===== src/rtl/fetch_pkg.sv =====
// Shared opcodes and FSM encoding for the fetch/issue front end.
package fetch_pkg;

  localparam logic [5:0] OP_BEQ  = 6'b000100;
  localparam logic [5:0] OP_HALT = 6'b111111;

  typedef enum logic [1:0] {
    RUN     = 2'd0,
    WAIT_ZF = 2'd1,
    HALT    = 2'd2
  } state_t;

  function automatic logic [5:0] opcode(input logic [31:0] w);
    return w[31:26];
  endfunction

endpackage


===== src/rtl/fetch_tr_if.sv =====
// TR bus between fetch (master) and datapath (slave), including ZF feedback.
interface fetch_tr_if;
  logic [31:0] tr;
  logic        tr_valid;
  logic        tr_ready;
  logic        tr_zf;
  logic        zf_valid;

  modport master (output tr, tr_valid, input tr_ready, tr_zf, zf_valid);
  modport slave  (input tr, tr_valid, output tr_ready, tr_zf, zf_valid);
endinterface


===== src/rtl/fifo_tr.sv =====
// Synchronous prefetch FIFO; flush has priority over push.
module fifo_tr #(
  parameter int W     = 40,
  parameter int DEPTH = 4
)(
  input  logic                   clk,
  input  logic                   rst,
  input  logic                   push,
  input  logic                   pop,
  input  logic                   flush,
  input  logic [W-1:0]           din,
  output logic [W-1:0]           dout,
  output logic                   full,
  output logic                   empty,
  output logic [$clog2(DEPTH):0] count
);
  localparam int AW = $clog2(DEPTH);

  logic [DEPTH-1:0][W-1:0] mem;
  logic [AW:0]             wp, rp;
  logic                    do_push, do_pop;

  // Extra pointer bit distinguishes full from empty.
  always_comb begin
    count   = wp - rp;
    empty   = (wp == rp);
    full    = (count == (AW+1)'(DEPTH));
    do_pop  = pop && !empty;
    do_push = push && (!full || do_pop);
    dout    = mem[rp[AW-1:0]];
  end

  always_ff @(posedge clk) begin
    if (rst || flush) begin
      wp <= '0;
      rp <= '0;
    end else begin
      if (do_push) wp <= wp + (AW+1)'(1);
      if (do_pop)  rp <= rp + (AW+1)'(1);
    end
  end

  always_ff @(posedge clk) begin
    if (do_push && !flush) mem[wp[AW-1:0]] <= din;
  end

endmodule


===== src/rtl/fetch_tr.sv =====
// Instruction fetch/issue front end: prefetches into a FIFO, issues on TR, resolves BEQ via ZF.
module fetch_tr
  import fetch_pkg::*;
#(
  parameter int                ADDR_W     = 8,
  parameter int                FIFO_DEPTH = 4,
  parameter logic [ADDR_W-1:0] RESET_PC   = '0
)(
  input  logic              clk,
  input  logic              rst,
  output logic              im_rd,
  output logic [ADDR_W-1:0] im_addr,
  input  logic [31:0]       im_data,
  fetch_tr_if.master        bus,
  output logic              halted
);
  localparam int CW = $clog2(FIFO_DEPTH) + 1;
  localparam int EW = 32 + ADDR_W;

  state_t            state;
  logic [ADDR_W-1:0] pc, ret_pc, br_pc, target, head_pc;
  logic [15:0]       br_imm;
  logic [31:0]       imm_sx, head_instr;
  logic [EW-1:0]     head;
  logic              inflight, push, pop, flush, full, empty, room, is_beq, is_halt;
  logic [CW-1:0]     count, cnt_nx;
  logic [CW:0]       credit;

  fifo_tr #(.W(EW), .DEPTH(FIFO_DEPTH)) u_fifo (
    .clk   (clk),
    .rst   (rst),
    .push  (push),
    .pop   (pop),
    .flush (flush),
    .din   ({im_data, ret_pc}),
    .dout  (head),
    .full  (full),
    .empty (empty),
    .count (count)
  );

  always_comb begin
    head_instr   = head[EW-1:ADDR_W];
    head_pc      = head[ADDR_W-1:0];
    bus.tr_valid = !empty && (state == RUN);
    bus.tr       = empty ? '0 : head_instr;
    pop          = bus.tr_valid && bus.tr_ready;
    is_beq       = (opcode(head_instr) == OP_BEQ);
    is_halt      = (opcode(head_instr) == OP_HALT);
    flush        = (state == WAIT_ZF) && bus.zf_valid && bus.tr_zf;
    push         = inflight && !flush;
    // im_rd is registered, so a read being issued now also holds a FIFO slot.
    cnt_nx       = flush ? '0 : count + CW'(push) - CW'(pop);
    credit       = {1'b0, cnt_nx} + (CW+1)'(im_rd);
    room         = (credit < (CW+1)'(FIFO_DEPTH)) && !(full && !pop);
    imm_sx       = {{16{br_imm[15]}}, br_imm};
    target       = br_pc + imm_sx[ADDR_W-1:0] + ADDR_W'(1);
  end

  always_ff @(posedge clk) begin
    if (rst) begin
      state    <= RUN;
      pc       <= RESET_PC;
      im_rd    <= 1'b0;
      im_addr  <= RESET_PC;
      inflight <= 1'b0;
      ret_pc   <= RESET_PC;
      br_pc    <= '0;
      br_imm   <= '0;
      halted   <= 1'b0;
    end else begin
      inflight <= im_rd && !flush;
      ret_pc   <= im_addr;
      im_rd    <= 1'b0;
      if (flush) begin
        pc    <= target;
        state <= RUN;
      end else begin
        case (state)
          RUN: begin
            if (pop && is_beq) begin
              state  <= WAIT_ZF;
              br_pc  <= head_pc;
              br_imm <= head_instr[15:0];
            end else if (pop && is_halt) begin
              state  <= HALT;
              halted <= 1'b1;
            end
          end
          WAIT_ZF: if (bus.zf_valid) state <= RUN;
          default: ;
        endcase
        if (state != HALT && !(pop && is_halt) && room) begin
          im_rd   <= 1'b1;
          im_addr <= pc;
          pc      <= pc + ADDR_W'(1);
        end
      end
    end
  end

endmodule


===== src/flat_wrapper.sv =====
// flat-port wrapper written by rule: the top's interface ports become plain ports
module fetch_tr_flat import fetch_pkg::*;
#(
  parameter int                ADDR_W     = 8,
  parameter int                FIFO_DEPTH = 4,
  parameter logic [ADDR_W-1:0] RESET_PC   = '0
)
  (clk, rst, im_rd, im_addr, im_data, halted, bus_tr, bus_tr_valid, bus_tr_ready, bus_tr_zf, bus_zf_valid);
  fetch_tr_if bus_i ();
  input  logic clk;
  input  logic rst;
  output logic im_rd;
  output logic [ADDR_W-1:0] im_addr;
  input  logic [31:0] im_data;
  output logic halted;
  output wire logic [$bits(bus_i.tr)-1:0] bus_tr;
  output wire logic [$bits(bus_i.tr_valid)-1:0] bus_tr_valid;
  input wire logic [$bits(bus_i.tr_ready)-1:0] bus_tr_ready;
  input wire logic [$bits(bus_i.tr_zf)-1:0] bus_tr_zf;
  input wire logic [$bits(bus_i.zf_valid)-1:0] bus_zf_valid;
  assign bus_tr = bus_i.tr;
  assign bus_tr_valid = bus_i.tr_valid;
  assign bus_i.tr_ready = bus_tr_ready;
  assign bus_i.tr_zf = bus_tr_zf;
  assign bus_i.zf_valid = bus_zf_valid;
  fetch_tr #(.ADDR_W(ADDR_W), .FIFO_DEPTH(FIFO_DEPTH), .RESET_PC(RESET_PC)) u_core (.clk(clk), .rst(rst), .im_rd(im_rd), .im_addr(im_addr), .im_data(im_data), .bus(bus_i), .halted(halted));
endmodule

===== config.mk =====
export PLATFORM = sky130hd
export DESIGN_NAME = fetch_tr_flat
export DESIGN_NICKNAME = d
export VERILOG_FILES = /design/src/rtl/fetch_pkg.sv /design/src/rtl/fetch_tr_if.sv /design/src/rtl/fifo_tr.sv /design/src/rtl/fetch_tr.sv /design/src/flat_wrapper.sv
export SDC_FILE = /design/constraint.sdc
export NUM_CORES = 1
export LEC_CHECK = 0
export ABC_AREA = 1
export BUFFER_PORTS_ARGS = -buffer_cell sky130_fd_sc_hd__buf_2
export CELL_PAD_IN_SITES_DETAIL_PLACEMENT = 1
export CELL_PAD_IN_SITES_GLOBAL_PLACEMENT = 1
export CORE_AREA = 2 2 149 151
export DETAILED_ROUTE_END_ITERATION = 16
export DIE_AREA = 0 0 151 153
export PLACE_DENSITY = 0.84
export SETUP_SLACK_MARGIN = 0.2
export SYNTH_ARGS = -nofsm -noshare
export SYNTH_HDL_FRONTEND = slang
export SYNTH_SLANG_ARGS = --single-unit

===== constraint.sdc =====
create_clock -name clk -period 3.75 [get_ports clk]
set_input_delay 0.1875 -clock clk [delete_from_list [all_inputs] [get_ports clk]]
set_output_delay 0.1875 -clock clk [all_outputs]
set_load 0.01 [all_outputs]

==> reports/metrics.cfg <==
[outcome]
status = complete, no violations

[final_layout]
diodes = 0
stdcell_count = 1261
nets = 1021
syn_to_final_growth_pct = 19.91
fillerInstances = 2380
drive_gt1_frac = 0.1570

[sta]
worstMarginPinSlew_ns = 1.084
setup_viol = 0
fin_tns_setup_ns = 0
max_slew_margin = 0.2762
rsz0062_at_grt = yes
skew_ns = 0.01602
slew_viol_final = 0
post-route-period-util = 0.8953
min_period_ns = 3.357
final_hold_viol_count = 0
fmax_mhz = 297.8

[power]
powerDensity_nw_per_um2 = 816.2
pwr-share-comb = 0.418
power_frac_clock = 0.253
switching_share = 0.3962
peakVddDrop_mv = 0.4015
switchingPower_mw = 3.455
p_seq_frac = 0.329
intPower_mw = 5.266
cellLeakagePower_nw = 4.359

[detailed_routing]
drcViolationCount = 0
ant_nets = 0
via_count = 6573
drt_iter0_drc = 355
drt-pass1-iter-count = 4
wirelength_mm = 23.36
via_per_inst = 5.213
wl_per_cell_um = 18.52

[die]
die_x_um = 151
start_util = 0.4147
coreArea_um2 = 21490
die_h_um = 153
pin_count = 80
num_rows = 54
dieArea_um2 = 23100

[synthesis]
synth_area_per_cell_um2 = 10.48
yosysWarnings = 0
ys_seq_area_frac = 0.6537
synth.distinct_cells = 37
netlist_area_um2 = 8911
synth_seq_cells = 211
netlist_instances = 850
syn_nets = 907

[global_routing]
grt_max_degree = 84
grt_usage = 0.2031
antenna_found_initial = 0
grt-ovfl-total = 0
grt_pass1_vias = 6978
grt_pass1_wl_mm = 36.56

[setup_path]
r2r-start = u_core.u_fifo.wp[0]
crit_chain = inv_1 > ha_1 > inv_1 > fa_1 > inv_1 > nand3_1 > nand2_1 > nor2_1 > nand2_1 > nand3_1 > nor2_4 > buf_4
reg2regPathDepth = 12
crit_path_end_kind = register
worstPathRequired_ns = 3.94
cp_max_fo = 25
startpoint_type = register
r2r-end = u_core.u_fifo.mem[129]
crit_arrival_ns = 3.55
slowest_stage = nor2_4
cp_common_cell = inv_1
ff2ff_setup_slack_ns = 0.39
crit_type = register to register
max_stage_delay_ns = 0.76

[worst_hold_path]
min_from = bus_zf_valid
hp-class = input pin to register
min_to = u_core.state[0]
whs_path_depth = 4

[placed_design]
dp.cells = 1185
io_buffers = 79
gp_congestion = 0.8218
dp_hpwl_mm = 14.40

[clock_tree]
htree_levels = 1
clk_pin_slew_worst_paths_ns = 0.06
cts_max_path_buffers = 3
cts_sinks = 211
numCtsBuffers = 23
clock-root-buffer = clkbuf_16
cts_tree = yes
insertion_delay_ns = 0.51

[run]
maxCapViolCount = 0

[area by class of cell]
class / count / area (µm²) / area share
repair buffers: 127 / 845.8 / 0.07916
multi-input cells: 535 / 2669 / 0.2498
flip-flops and latches: 211 / 5828 / 0.5454
clock buffers: 34 / 666.9 / 0.06241
inverters: 66 / 250.2 / 0.02342
well taps: 280 / 350.3 / 0.03279
clock inverters: 8 / 75.07 / 0.007026
[stage by stage]
stage / worst slack, ns / hold WS [ns] / cell area (µm²) / utilization / power, mW
4_1_cts: 0.3101 / 0.06956 / 10670 / 0.4964 / 8.729
2_1_floorplan: -0.3067 / 0.2566 / 8914 / - / 5.320
6_report: 0.3925 / 0.08479 / 10690 / 0.4973 / 8.721
3_3_place_gp: 0.5547 / 0.4013 / 9594 / 0.4465 / 6.252
5_1_grt: 0.1538 / 0.09428 / 10690 / 0.4973 / 9.281
3_5_place_dp: 0.3508 / 0.4038 / 9594 / 0.4465 / 6.448
[logic make-up after synthesis]
group | count (synthesis) | synth area share
AO/OA/AOI/OAI | 156 | 0.09702
XOR/XNOR | 6 | 0.005897
adder cells (fa/ha/maj) | 20 | 0.03061
buffers and inverters | 104 | 0.05013
flip-flops | 211 | 0.6537
AND/OR/NAND/NOR | 353 | 0.1626
[cells in the final DEF (no fill, tap or decap), drive strengths merged, types with 3 or more instances in the layout]
cell / n
clkinv: 4
nand2: 169
nand3: 28
ha: 17
nand4: 8
nor3: 3
a32o: 8
buf: 94
clkbuf: 34
edfxtp: 160
inv: 68
fa: 3
o21ai: 78
xor2: 5
dfxtp: 51
nor2: 141
a21oi: 57
o22ai: 9
dlygate4sd3: 33
[timing repair]
item	4_1_cts	5_1_grt
setup endpoints to repair	0	73
hold endpoints to repair	131	0
setup buffers	0	1
resized for setup	0	5
hold buffers	33	0
[layer usage]
metal  share of wire  global-route usage  wire [µm]
met1            0.40              0.2392       9444
met2            0.53              0.3729      12460
met3           0.034             0.02716        785
met4           0.028             0.07566        661
met5               0                   0          0
[critical path, delay by kind of cell, from the launching register on]
kind | cells | cell delay (ns)
simple gates | 6 | 1.46
buf+inv | 4 | 0.66
fa+ha+maj | 2 | 0.55
flops | 1 | 0.34
[power groups by stage]
stage	clock (mW)	combinational, mW	sequential, mW
floorplan	0	2.42	2.90
global placement	0	3.35	2.90
detailed placement	0	3.54	2.91
CTS	2.24	3.62	2.86
global route	2.32	4.08	2.89
finish	2.21	3.65	2.87
[registers in the layout (all words and copies together), names as in the netlist]
signal and flops:
u_core.br_imm 8, u_core.br_pc 8, u_core.halted 1, u_core.im_addr 8, u_core.im_rd 1, u_core.inflight 1
u_core.pc 8, u_core.ret_pc 8, u_core.state 2, u_core.u_fifo.mem 160, u_core.u_fifo.rp 3, u_core.u_fifo.wp 3
[synthesized netlist by cell type]
cell type,count,share of area
a21oi_1,51,0.029
a21oi_2,6,0.0059
a32o_1,8,0.0090
and2_4,1,0.00098
and3_1,1,0.00070
buf_2,6,0.0034
buf_4,3,0.0025
buf_6,5,0.0063
clkbuf_1,24,0.010
clkinv_1,1,0.00042
dfxtp_1,51,0.11
edfxtp_1,160,0.54
fa_1,3,0.0067
ha_1,17,0.024
inv_1,61,0.026
inv_2,4,0.0017
nand2_1,166,0.070
nand2_2,2,0.0014
nand2_4,1,0.0013
nand3_1,25,0.014
nand3_2,1,0.0011
nand3_4,2,0.0039
nand3b_1,1,0.00084
nand4_1,8,0.0056
nor2_1,140,0.059
nor2_4,1,0.0013
nor3_1,3,0.0017
nor3b_1,1,0.00084
o211ai_1,1,0.00084
o21a_1,1,0.00084
o21ai_0,73,0.041
o21ai_1,5,0.0028
o21bai_1,1,0.00084
o22ai_1,9,0.0063
o31ai_1,1,0.00084
xnor2_1,1,0.00098
xor2_1,5,0.0049
[worst max path at each step]
stage                              from                     end  cells past startpoint
floorplan           u_core.u_fifo.rp[1]    u_core.u_fifo.mem[0]                     12
global placement    u_core.u_fifo.wp[0]   u_core.u_fifo.mem[91]                     12
detailed placement  u_core.u_fifo.wp[0]   u_core.u_fifo.mem[93]                     13
CTS                 u_core.u_fifo.wp[0]   u_core.u_fifo.mem[88]                     13
global route        u_core.u_fifo.wp[0]  u_core.u_fifo.mem[129]                     12
finish              u_core.u_fifo.wp[0]  u_core.u_fifo.mem[129]                     12
Note: power is estimated with default switching activity, not from simulation.
